--- src/rtl/cuckoo_insert_ctrl.sv ---
// Two-table cuckoo-hash insertion sequencer.
// Probes table 1 and then table 2 alternately. Each occupied, non-matching
// slot is overwritten with the carried entry, and the displaced victim is
// relocated to its slot in the other table. The chain stops after MAX_KICKS
// evictions.
//
// state   | meaning
// --------+-----------------------------------------------------------
// S_IDLE  | waiting for a request, req_ready high
// S_READ  | read strobe for slot (tsel, addr); data arrives next cycle
// S_CHECK | classify returned slot: place / duplicate / fail / evict
// S_RESP  | one-cycle done pulse with status
module cuckoo_insert_ctrl #(
    parameter int KEY_W     = 32,
    parameter int IDX_W     = 5,
    parameter int MAX_KICKS = 16
) (
    input  logic                       clk,
    input  logic                       rst,
    input  logic                       req_valid,
    output logic                       req_ready,
    input  logic [KEY_W-1:0]           req_key,
    input  logic [IDX_W-1:0]           req_idx1,
    input  logic [IDX_W-1:0]           req_idx2,
    output logic                       mem_sel,
    output logic [IDX_W-1:0]           mem_addr,
    output logic                       mem_rd_en,
    input  logic [KEY_W+2*IDX_W:0]     mem_rdata,
    output logic                       mem_we,
    output logic [KEY_W+2*IDX_W:0]     mem_wdata,
    output logic                       done,
    output logic [1:0]                 status,
    output logic [7:0]                 kicks,
    output logic [KEY_W-1:0]           fail_key,
    output logic [IDX_W-1:0]           fail_idx1,
    output logic [IDX_W-1:0]           fail_idx2
);

    localparam int ENT_W = 1 + KEY_W + 2*IDX_W;
    // Kick limits above 255 can never be reached by the saturating counter.
    localparam logic [7:0] MAX_K8 = 8'(MAX_KICKS);

    typedef enum logic [1:0] {S_IDLE, S_READ, S_CHECK, S_RESP} state_t;

    state_t            state_q, state_d;
    logic [KEY_W-1:0]  key_q, key_d;
    logic [IDX_W-1:0]  i1_q, i1_d;
    logic [IDX_W-1:0]  i2_q, i2_d;
    logic              tsel_q, tsel_d;
    logic [IDX_W-1:0]  addr_q, addr_d;
    logic [7:0]        kicks_q, kicks_d;
    logic [1:0]        status_q, status_d;
    logic [KEY_W-1:0]  fkey_q, fkey_d;
    logic [IDX_W-1:0]  fi1_q, fi1_d;
    logic [IDX_W-1:0]  fi2_q, fi2_d;
    logic              we_c, rd_c;

    logic              rd_valid;
    logic [KEY_W-1:0]  rd_key;
    logic [IDX_W-1:0]  rd_i1, rd_i2;

    assign rd_valid = mem_rdata[ENT_W-1];
    assign rd_key   = mem_rdata[ENT_W-2 -: KEY_W];
    assign rd_i1    = mem_rdata[2*IDX_W-1 -: IDX_W];
    assign rd_i2    = mem_rdata[IDX_W-1:0];

    // Strobes are gated by reset so an abort never lands a write on its reset edge.
    assign mem_we    = we_c & ~rst;
    assign mem_rd_en = rd_c & ~rst;
    assign mem_sel   = tsel_q;
    assign mem_addr  = addr_q;
    assign mem_wdata = {1'b1, key_q, i1_q, i2_q};
    assign kicks     = kicks_q;
    assign status    = status_q;
    assign fail_key  = fkey_q;
    assign fail_idx1 = fi1_q;
    assign fail_idx2 = fi2_q;

    // Next-state and strobe decode.
    always_comb begin
        state_d   = state_q;
        key_d     = key_q;
        i1_d      = i1_q;
        i2_d      = i2_q;
        tsel_d    = tsel_q;
        addr_d    = addr_q;
        kicks_d   = kicks_q;
        status_d  = status_q;
        fkey_d    = fkey_q;
        fi1_d     = fi1_q;
        fi2_d     = fi2_q;
        req_ready = 1'b0;
        done      = 1'b0;
        rd_c      = 1'b0;
        we_c      = 1'b0;
        case (state_q)
            S_IDLE: begin
                req_ready = 1'b1;
                if (req_valid) begin
                    key_d   = req_key;
                    i1_d    = req_idx1;
                    i2_d    = req_idx2;
                    tsel_d  = 1'b0;
                    addr_d  = req_idx1;
                    kicks_d = 8'd0;
                    state_d = S_READ;
                end
            end
            S_READ: begin
                rd_c    = 1'b1;
                state_d = S_CHECK;
            end
            S_CHECK: begin
                if (!rd_valid) begin
                    we_c     = 1'b1;
                    status_d = 2'd0;
                    state_d  = S_RESP;
                end else if (rd_key == key_q) begin
                    status_d = 2'd1;
                    state_d  = S_RESP;
                end else if (kicks_q == MAX_K8) begin
                    status_d = 2'd2;
                    fkey_d   = key_q;
                    fi1_d    = i1_q;
                    fi2_d    = i2_q;
                    state_d  = S_RESP;
                end else begin
                    // Place the carried entry here and carry the victim to its other table.
                    we_c    = 1'b1;
                    key_d   = rd_key;
                    i1_d    = rd_i1;
                    i2_d    = rd_i2;
                    tsel_d  = ~tsel_q;
                    addr_d  = tsel_q ? rd_i1 : rd_i2;
                    kicks_d = (kicks_q == 8'hFF) ? kicks_q : kicks_q + 8'd1;
                    state_d = S_READ;
                end
            end
            S_RESP: begin
                done    = 1'b1;
                state_d = S_IDLE;
            end
            default: state_d = S_IDLE;
        endcase
    end

    // State and datapath registers with synchronous reset.
    always_ff @(posedge clk) begin
        if (rst) begin
            state_q  <= S_IDLE;
            key_q    <= '0;
            i1_q     <= '0;
            i2_q     <= '0;
            tsel_q   <= 1'b0;
            addr_q   <= '0;
            kicks_q  <= 8'd0;
            status_q <= 2'd0;
            fkey_q   <= '0;
            fi1_q    <= '0;
            fi2_q    <= '0;
        end else begin
            state_q  <= state_d;
            key_q    <= key_d;
            i1_q     <= i1_d;
            i2_q     <= i2_d;
            tsel_q   <= tsel_d;
            addr_q   <= addr_d;
            kicks_q  <= kicks_d;
            status_q <= status_d;
            fkey_q   <= fkey_d;
            fi1_q    <= fi1_d;
            fi2_q    <= fi2_d;
        end
    end

endmodule

--- config.mk ---
export PLATFORM = sky130hd
export DESIGN_NAME = cuckoo_insert_ctrl
export DESIGN_NICKNAME = d
export VERILOG_FILES = /design/src/rtl/cuckoo_insert_ctrl.sv
export SDC_FILE = /design/constraint.sdc
export NUM_CORES = 1
export LEC_CHECK = 0
export ABC_AREA = 1
export CAP_MARGIN = 5
export CORE_UTILIZATION = 41
export DETAILED_ROUTE_END_ITERATION = 16
export PLACE_DENSITY = 0.78
export SYNTH_ARGS = -nofsm -noshare
export SYNTH_HDL_FRONTEND = slang
export SYNTH_SLANG_ARGS = --single-unit
--- constraint.sdc ---
create_clock -name clk -period 1.48 [get_ports clk]
set_clock_uncertainty 0.05 [all_clocks]
set_input_delay 0.296 -clock clk [delete_from_list [all_inputs] [get_ports clk]]
set_output_delay 0.296 -clock clk [all_outputs]
set_load 0.02 [all_outputs]
======== Yosys cells after proc, flatten, opt, wreduce, memory -nomap -nowiden ========
Cells that the tools add are included.
storage, ports and cells
  register bits ........................... 102
  input bits .............................. 88
  output and inout bits ................... 105
  word-level logic and storage cells ...... 81
operators by class
  add/subtract/negate cells ............... 1
  eq/ne operators ......................... 12
  muxes and demuxes ....................... 46
  bitwise logic cells ..................... 5
  reductions and logical operators ........ 6
operator list
  operator             number
  $mux 32              4
  $pmux 32 s2          1
  $mux 5               12
  $mux 8               5
  $eq 32x32->1         1
  $pmux 5 s2           3
  $pmux 8 s2           1
  $mux 2               7
  $mux 1               11
  $ne 2x2->1 const B   5
  $add 8x1->8 const B  1
  $eq 8x5->1 const B   1
  $eq 8x8->1 const B   1
  $pmux 2 s4           1
  $reduce_and 6->1     1
  $reduce_and 5->1     1
  $eq 2x2->1 const B   2
  $reduce_and 4->1     1
  $ne 3x1->1 const B   1
  $not 1->1            3
  $and 1x1->1          2
  $eq 2x1->1 const B   1
  $logic_not 2->1      1
  $pmux 1 s2           1
  other kinds (2)      2

======== Logic depth before layout (Yosys ltp) ========
Gate-level depths: netlist of run 1.
  depth in word-level cells ............... 6
  mapped depth ............................ 13
  gate-level depth less buffers ........... 12

======== Least setup slack after synthesis of run 1 ========
Ideal clock, no wire load.
  kind .................................... register -> register
  start point ............................. reg kicks_q[0], in the netlist kicks[0]
  end point ............................... reg key_q[11]
  setup time .............................. 0.070 ns
  arrival time ............................ 1.669 ns
  required time ........................... 1.360 ns
  slack ................................... -0.309 ns
  cell stages (with the launch flop) ...... 11
  buffers on the path ..................... 1
  clock period less this slack ............ 1.789 ns
  path through ............................ dfxtp_1 -> inv_1 -> ha_1 -> nand3_1 -> inv_1 -> nand2_2 -> nand2_2 -> inv_2 -> clkbuf_1 -> nand4_1 -> a21oi_1
between the ends
  word-level cells in the longest chain between the ends .. 3
ends and longest elaborated chain
  item                        line  source
  start, declared             51    logic [7:0] kicks_q, kicks_d;
  start signal, assigned      168   kicks_q <= kicks_d;
  $eq 8x5->1                  121   end else if (kicks_q == MAX_K8) begin
  $ne 2x2->1 (no line)        n/a
  $reduce_and 5->1 (no line)  n/a
  end signal, assigned        163   key_q <= key_d;
  end, declared               46    logic [KEY_W-1:0] key_q, key_d;
Every way passes these cells.
A chain may end at the register's enable or synchronous reset.

======== Worst setup path in the final report of run 1 ========
  start point ............................. reg key_q[2]
  end point ............................... reg key_q[24]
between the ends
  word-level cells in the longest chain between the ends .. 3
ends and longest elaborated chain
  item                        line  source
  $eq 32x32->1                118   end else if (rd_key == key_q) begin
  $ne 2x2->1 (no line)        n/a
  $reduce_and 5->1 (no line)  n/a
Every way passes these cells.

==> results of run 1 <==
[registers in the layout, indices dropped and copies added (netlist names), 5 cells and up]
signal and count:
fail_key 32, key_q 32, kicks 8, fail_idx1 5, fail_idx2 5, i1_q 5
i2_q 5, mem_addr 5
[metrics by stage]
| stage | cells | setup TNS [ps] | hold WS (ps) | power (mW) |
|---|---|---|---|---|
| finish | 1218 | -54240 | 336 | 7.43 |
| global route | 1217 | -60210 | 353 | 7.71 |
| CTS | 1200 | -44380 | 325 | 7.11 |
| detailed placement | 1175 | -96220 | 400 | 4.83 |
| global placement | 1175 | -96580 | 396 | 4.81 |
| floorplan | 780 | -8000 | 426 | 3.91 |
[final timing paths]
kind	start	slack, ps	end	cells past startpoint
worst max-delay path	key_q[2]$_SDFFE_PP0P_	-630	key_q[24]$_SDFFE_PP0P_	11
worst min-delay path	mem_rdata[39]	340	key_q[29]$_SDFFE_PP0P_	5
worst max register to register	key_q[2]$_SDFFE_PP0P_	-630	key_q[24]$_SDFFE_PP0P_	11
worst min register to register	fail_idx1[2]$_SDFFE_PP0P_	410	fail_idx1[2]$_SDFFE_PP0P_	2
[per-layer routing]
layer,wire length [µm],global-route usage [%]
met4,947,11.3
met5,13,0
met3,1690,5.29
met1,8630,33.7
met2,10800,49.3
[report_power, final]
part           switching (mW)  internal [mW]  leakage, nW  total [mW]
combinational            1.13          0.922         3.29        2.05
sequential              0.111           2.89        0.848        3.00
clock                    1.08           1.30        0.132        2.38
total                    2.32           5.11         4.27        7.43
[cell usage in the layout, fill, tap and decap left out, drive strengths merged, types with 43 or more instances in the layout]
cell type      netlist  routed
a21oi               87      87
buf                 21     111
clkbuf              34      46
clkdlybuf4s50        0      57
dfxtp              102     102
dlygate4sd2          0      77
inv                 43      43
nand2              294     294
nand4               84      84
nor2                52      52
[layout make-up]
class                           instances  area share, %
Multi-Input combinational cell        581           38.1
Timing Repair Buffer                  306           32.1
Sequential cell                       102           22.6
Clock buffer                           11           2.50
Tap cell                              168           2.26
Inverter                               44           1.83
Clock inverter                          4          0.537
Antenna cell                            2         0.0537
[critical path, cell delays in order, from the launching register on]
cell	delay, ps
dfxtp_2	340
xnor2_2	210
nand2_1	80
nor2_1	120
nand2_1	120
nor2_4	180
buf_6	120
nand3_4	130
nand3_4	230
clkbuf_16	220
nand2_2	70
a21oi_2	160
[timing repair]
action | CTS | global route
setup buffers | 6 | 7
gates resized for setup | 197 | 265
pin swaps | 19 | 72
cloned | 4 | 14
setup endpoints to repair | 205 | 134
[cell families after synthesis]
group                    count (synthesis)  share of synthesized area [%]
AO/OA/AOI/OAI                          107                           10.5
XOR/XNOR                                25                           4.21
adder cells (fa/ha/maj)                  2                          0.481
buffers and inverters                   99                           7.99
flip-flops                             102                           39.3
other                                    1                         0.0722
AND/OR/NAND/NOR                        444                           37.5
==> parameters.txt, run 1 <==
Parameter                              Value

Clocking
  Clock tree root driver cell ... clkbuf_16
  Number of buffers on the longest clock path ... 2
  Clock insertion delay at the later pin of the skew report ... approximately 360 ps
  H-tree levels ... 3
  Number of buffers inserted for hold repair after clock tree synthesis ... 0
  Clock-pin slew of the registers on the worst-case setup and hold paths ... around 70 ps
  Inserted Clock Buffers ... 9
  TritonCTS sink count ... between 100 and 150
  TritonCTS clock tree ... built

Synth
  Post-Synthesis Cell Area ... roughly 5200 µm²
  Number of distinct library cell variants in the gate-level netlist after synthesis ... 29
  Most frequent cell after synthesis ... nand2_1
  Avg Inst Size Synth ... roughly 6.7 µm²
  Synthesized netlist net count ... 870
  Top post-synthesis cells by count ... nand2_1, dfxtp_1, a21oi_1
  Post-Syn Instances ... 780
  Async set-or-reset flop fraction in the synthesized netlist ... 0%
  Top flip-flop cell by instance count after synthesis ... dfxtp_1
  Top cell type's share of synthesized area ... 39.3%
  Cell type contributing the most total cell area after synthesis ... dfxtp_1
  Cell types with the largest area share after synthesis ... dfxtp_1, nand2_1, nand4_1
  Register bit count reported by yosys ... 102
  Sequential fraction of the synthesis area ... between 30% and 40%
  Ys Warns ... 0
  Number of enable flip-flop cells after synthesis ... 0

STA
  Worst Tran Pin Value ... 1090 ps
  Final period util ... 143%
  Setup repair after global routing missed its margin ... true
  Worst slew margin relative to its limit ... between 20% and 30%
  Hold Violations, Final ... 0
  Count of pins over their slew limit ... 0
  Fin crit period ... 2110 ps
  Worst setup slack after layout ... -633 ps
  Final setup fails ... approximately 100
  Peak clock frequency supported by timing ... ~0.47 GHz

Die
  Core ar. ... around 12000 µm²
  Full die area ... roughly 13000 µm²
  Initial core utilization ... 42.7%
  Die span in x ... about 110 µm
  Die height ... about 110 µm
  Number of primary I/O pins ... 193
  FP Rows ... 40

Placed design
  DP Worst Slack ... -1190 ps
  HPWL after DPL ... 12500 µm
  Count of input and output buffers ... around 190
  GPL Wtd Cong ... 0.870
  Area of placed instances ... 7980 µm²

Routing
  DR pass1 iterations ... 5
  Via Count ... around 6600
  Detail-routed via count per cell ... roughly 5.4
  Post-route ant nets ... 0
  Iteration-0 DRC Markers ... 570
  Wire length reported by the detailed router ... about 22000 µm
  Number of DRC violations after detailed routing ... 0
  Final routed wire length divided by cell count ... between 15 and 20 µm

Critical path
  Path type of the worst setup path ... reg -> reg
  Endpoint required time on the critical path ... approximately 1700 ps
  Kind of end point of the critical path ... flip-flop
  Crit path launch type ... flip-flop
  CP max FO ... 7
  Critical path data arrival time ... 2330 ps

Global routing
  Largest net degree at the start of global routing ... 70
  Overflow left after global routing ... 0
  Number of antenna violations at the first check in global routing ... 3
  Total routing usage reported by global routing ... 28.1%
  First-pass GRT wire length ... approximately 29000 µm
  Vias in the first global route ... between 5000 and 6000

Pwr
  Leak pwr ... around 4.3 nW
  Power per standard cell area ... ~800 nW/µm²
  Worst-case vdd ir drop ... 0.000579 V

Outcome
  Outcome ... complete, but fails checks
  Violated checks ... negative setup slack

Final layout
  Signed area change from the synthesized netlist to the final layout ... 79.3%
  Layout Nets ... around 1100
  Share of cells above drive strength 1 ... a little over a third
  Area taken by flip-flops and latches ... between 2000 and 2500 µm²
  Layout fillers ... roughly 910
  Multi-input gate area ... between 3000 and 4000 µm²
  Core Util, Final ... 76.6%
  Final Cell Area ... about 9300 µm²

Job
  Number of max-cap violations ... 0

Min path
  Hold/Removal Path Class ... in -> reg
No activity file was read; power rests on OpenSTA's default activity.
==> run 2: changes to the inputs <==
--- a/config.mk
+++ b/config.mk
@@ -8,7 +8,8 @@
 export ABC_AREA = 1
 export CAP_MARGIN = 5
-export CORE_UTILIZATION = 41
+export CORE_UTILIZATION = 60
 export DETAILED_ROUTE_END_ITERATION = 16
-export PLACE_DENSITY = 0.78
+export DONT_BUFFER_PORTS = 1
+export PLACE_DENSITY = 0.76
 export SYNTH_ARGS = -nofsm -noshare
 export SYNTH_HDL_FRONTEND = slang
==> constraint.sdc (replaced) <==
create_clock -name clk -period 2.35 [get_ports clk]
set_clock_uncertainty 0.05 [all_clocks]
set_input_delay 0.47 -clock clk [delete_from_list [all_inputs] [get_ports clk]]
set_output_delay 0.47 -clock clk [all_outputs]
set_load 0.005 [all_outputs]
==> run 2 against run 1 <==
- the run now ends clean
- combinational power fell by 76%
- power fell by 54%
- flip-flop and latch count did not move
- die area fell by 31%
- sequential share of layout area rose by 15 points
==> parameters.txt, run 2 (synthesized netlist as in run 1, its figures left out) <==
Parameter                              Value

Global routing
  First-pass GRT wire length ... 22300 µm (-22%)
  GR met2 Demand/Resource ... 53.3% (+3.9 points)
  GRT Max-Usage Layer ... met2
  GR Util met3 ... 8.69% (+3.4 points)
  Number of antenna violations at the first check in global routing ... 0 (-3)
  Overflow left after global routing ... 0 (unchanged)
  Vias in the first global route ... 4537 (-23%)
  Total routing usage reported by global routing ... 31.7% (+3.6 points)
  GR met1 Demand/Resource ... 37.6% (+3.9 points)
  Largest net degree at the start of global routing ... 89 (+27%)

Clocking
  H-tree levels ... 3 (unchanged)
  Clock insertion delay at the later pin of the skew report ... 370 ps (about the same)
  Number of buffers on the longest clock path ... 2 (unchanged)
  Clock tree root driver cell ... clkbuf_8
  Number of buffers inserted for hold repair after clock tree synthesis ... 0 (unchanged)
  TritonCTS sink count ... 102 (unchanged)
  Inserted Clock Buffers ... 9 (unchanged)
  Clock-pin slew of the registers on the worst-case setup and hold paths ... 110 ps (+40 ps)
  TritonCTS clock tree ... built

Final layout
  Layout Nets ... 845 (-25%)
  Multi-input gate area ... 2760 µm² (-22%)
  Layout fillers ... 765 (-16%)
  Share of cells above drive strength 1 ... 9.21% (-27 points)
  Signed area change from the synthesized netlist to the final layout ... 5.13%
  Commonest cells after routing, fill and taps aside ... nand2_1, a21oi_1, dfxtp_1
  Antenna fix cells ... 0 (-2)
  Non-filler instance count after layout ... 865 (-29%)
  Area taken by flip-flops and latches ... 2060 µm² (-2.3%)
  Most common cell after layout, fill and taps aside ... nand2_1

Job
  Number of max-cap violations ... 0 (unchanged)

Critical path
  Logic depth of the worst register-to-register path ... 7 (-4)
  Crit path depth ... 8 (-3)
  Endpoint of the worst-slack reg-to-reg timing path ... key_q[26]$_SDFFE_PP0P_
  Crit path launch type ... flip-flop
  Crit-path most repeated cell ... nand2_1
  Endpoint required time on the critical path ... 1830 ps (+130 ps)
  RR Startpoint ... state_q[0]$_SDFFE_PP0P_
  CP max FO ... 4 (-3)
  Critical Path, Cell by Cell ... xnor2_1, nand2_1, nor2_1, nand2_1, nor2_2, nand2_2, nand2_1, a21oi_1
  Register-to-Register Setup Slack ... 320 ps (+950 ps)
  Kind of end point of the critical path ... output port
  Largest delay share family, worst path ... simple AND/OR/NAND/NOR gates
  Critical path data arrival time ... 1720 ps (-610 ps)
  Path type of the worst setup path ... reg -> out
  Critical-path top delay cell ... dfxtp_1
  CP max stage delay ... 480 ps (+140 ps)
  Crit path buffers/inverters ... 0 (-2)

Placed design
  Cell total after placement ... 849 (-28%)
  HPWL after DPL ... 10100 µm (-19%)
  Count of input and output buffers ... 0 (-100%)
  GPL Wtd Cong ... 0.866 (-0.51%)

Routing
  Iteration-0 DRC Markers ... 292 (-49%)
  Post-route ant nets ... 0 (unchanged)
  Number of DRC violations after detailed routing ... 0 (unchanged)
  Final routed wire length divided by cell count ... 16.8 µm (-6.9%)
  Via Count ... 5145 (-22%)
  Detail-routed via count per cell ... 5.95 (+9.4%)
  DR pass1 iterations ... 5 (unchanged)
  Wire length reported by the detailed router ... 14600 µm (-34%)

Pwr
  Net switching power ... 1.04 mW (-55%)
  Power per standard cell area ... 631 nW/µm² (-21%)
  Register share of total power ... 55.9% (+16 points)
  Total chip power ... 3.45 mW (-54%)
  Leak pwr ... 2.23 nW (-48%)
  Combinational share of power ... 14.4% (-13 points)
  Switching Fraction ... 30.3% (-0.96 points)
  Worst-case vdd ir drop ... 0.000348 V (-40%)
  Clock share of power ... 29.7% (-2.4 points)
  Internal power of the cells ... 2.40 mW (-53%)

Die
  Number of primary I/O pins ... 193 (unchanged)
  Core ar. ... 8300 µm² (-32%)
  Initial core utilization ... 62.6% (+20 points)
  Die span in x ... 95.1 µm (-17%)
  Full die area ... 9040 µm² (-31%)
  FP Rows ... 33 (-18%)
  Die height ... 95.1 µm (-17%)

STA
  Peak clock frequency supported by timing ... 0.447 GHz
  Fin crit period ... 2240 ps
  Worst slew margin relative to its limit ... 56.6% (+29 points)
  Setup repair after global routing missed its margin ... false
  Setup_tns ... 0 ps (+54240 ps)
  Final setup fails ... 0 (-100%)
  Hold Violations, Final ... 0 (unchanged)
  Final hold slack ... 101 ps (-235 ps)
  Worst Tran Pin Value ... 649 ps (-437 ps)
  Final period util ... between 90% and 100%
  Count of pins over their slew limit ... 0 (unchanged)

Outcome
  Outcome ... completed

Min path
  Worst hold path depth ... 1 (-4)
  Hold/Removal Path Class ... in -> reg
  End point of the most critical hold path ... fail_idx1[3]$_SDFFE_PP0P_
  Hold Startpoint ... rst
## run 2: cell types whose count changed in the layout (fill, tap and decap cells not counted), sizes merged
cell / delta
buf: -92
bufbuf: -1
bufinv: -1
clkbuf: -36
clkdlybuf4s15: -20
clkdlybuf4s50: -57
clkinv: +1
clkinvlp: +1
diode: -2
dlygate4sd2: -77
dlymetal6s2s: -5
inv: +1
nand3: -2
## run 2: how the worst max path moves through the flow
stage                                start                      to  slack [ps]
floorplan                    mem_rdata[10]                  mem_we         580
global placement             mem_rdata[19]   key_q[7]$_SDFFE_PP0P_         290
detailed placement           mem_rdata[19]  key_q[29]$_SDFFE_PP0P_         230
CTS                  key_q[9]$_SDFFE_PP0P_                  mem_we          40
global route        key_q[30]$_SDFFE_PP0P_                  mem_we         0.5
finish              key_q[30]$_SDFFE_PP0P_                  mem_we         110
## run 2: metal layers
layer  routed length [µm]  vias to the layer above
met1                 5580                     2355
met5                    0                        -
met4                  411                        0
li1                     -                     2505
met3                 1420                       29
met2                 7170                      256
## run 2: what timing repair did
action	in CTS	in global routing
gates resized for setup	0	19
buffers inserted	0	0
setup endpoints to repair	0	1
## run 2: layout make-up
class / count / area share, %
inverter: 44 / 3.02
sequential: 102 / 37.7
tap: 105 / 2.40
clock inverter: 6 / 0.870
multi-input combinational: 579 / 50.6
timing repair buffer: 19 / 3.07
clock buffer: 10 / 2.34
## run 2: power groups by stage
stage	logic [mW]	registers [mW]	clock network, mW
6_report	0.495	1.93	1.02
5_1_grt	0.569	1.94	1.10
4_1_cts	0.489	1.92	1.03
3_5_place_dp	0.487	1.96	0
3_3_place_gp	0.473	1.96	0
2_1_floorplan	0.418	1.92	0
## run 2: through the flow
step | instance area [µm²] | util [%] | worst slack [ps]
after floorplan | 5200 | - | 579
after detailed placement | 5250 | 63.2 | 232
after global routing | 5460 | 65.8 | 0.511
after CTS | 5420 | 65.4 | 39.6
after global placement | 5250 | 63.2 | 292
final | 5460 | 65.8 | 111
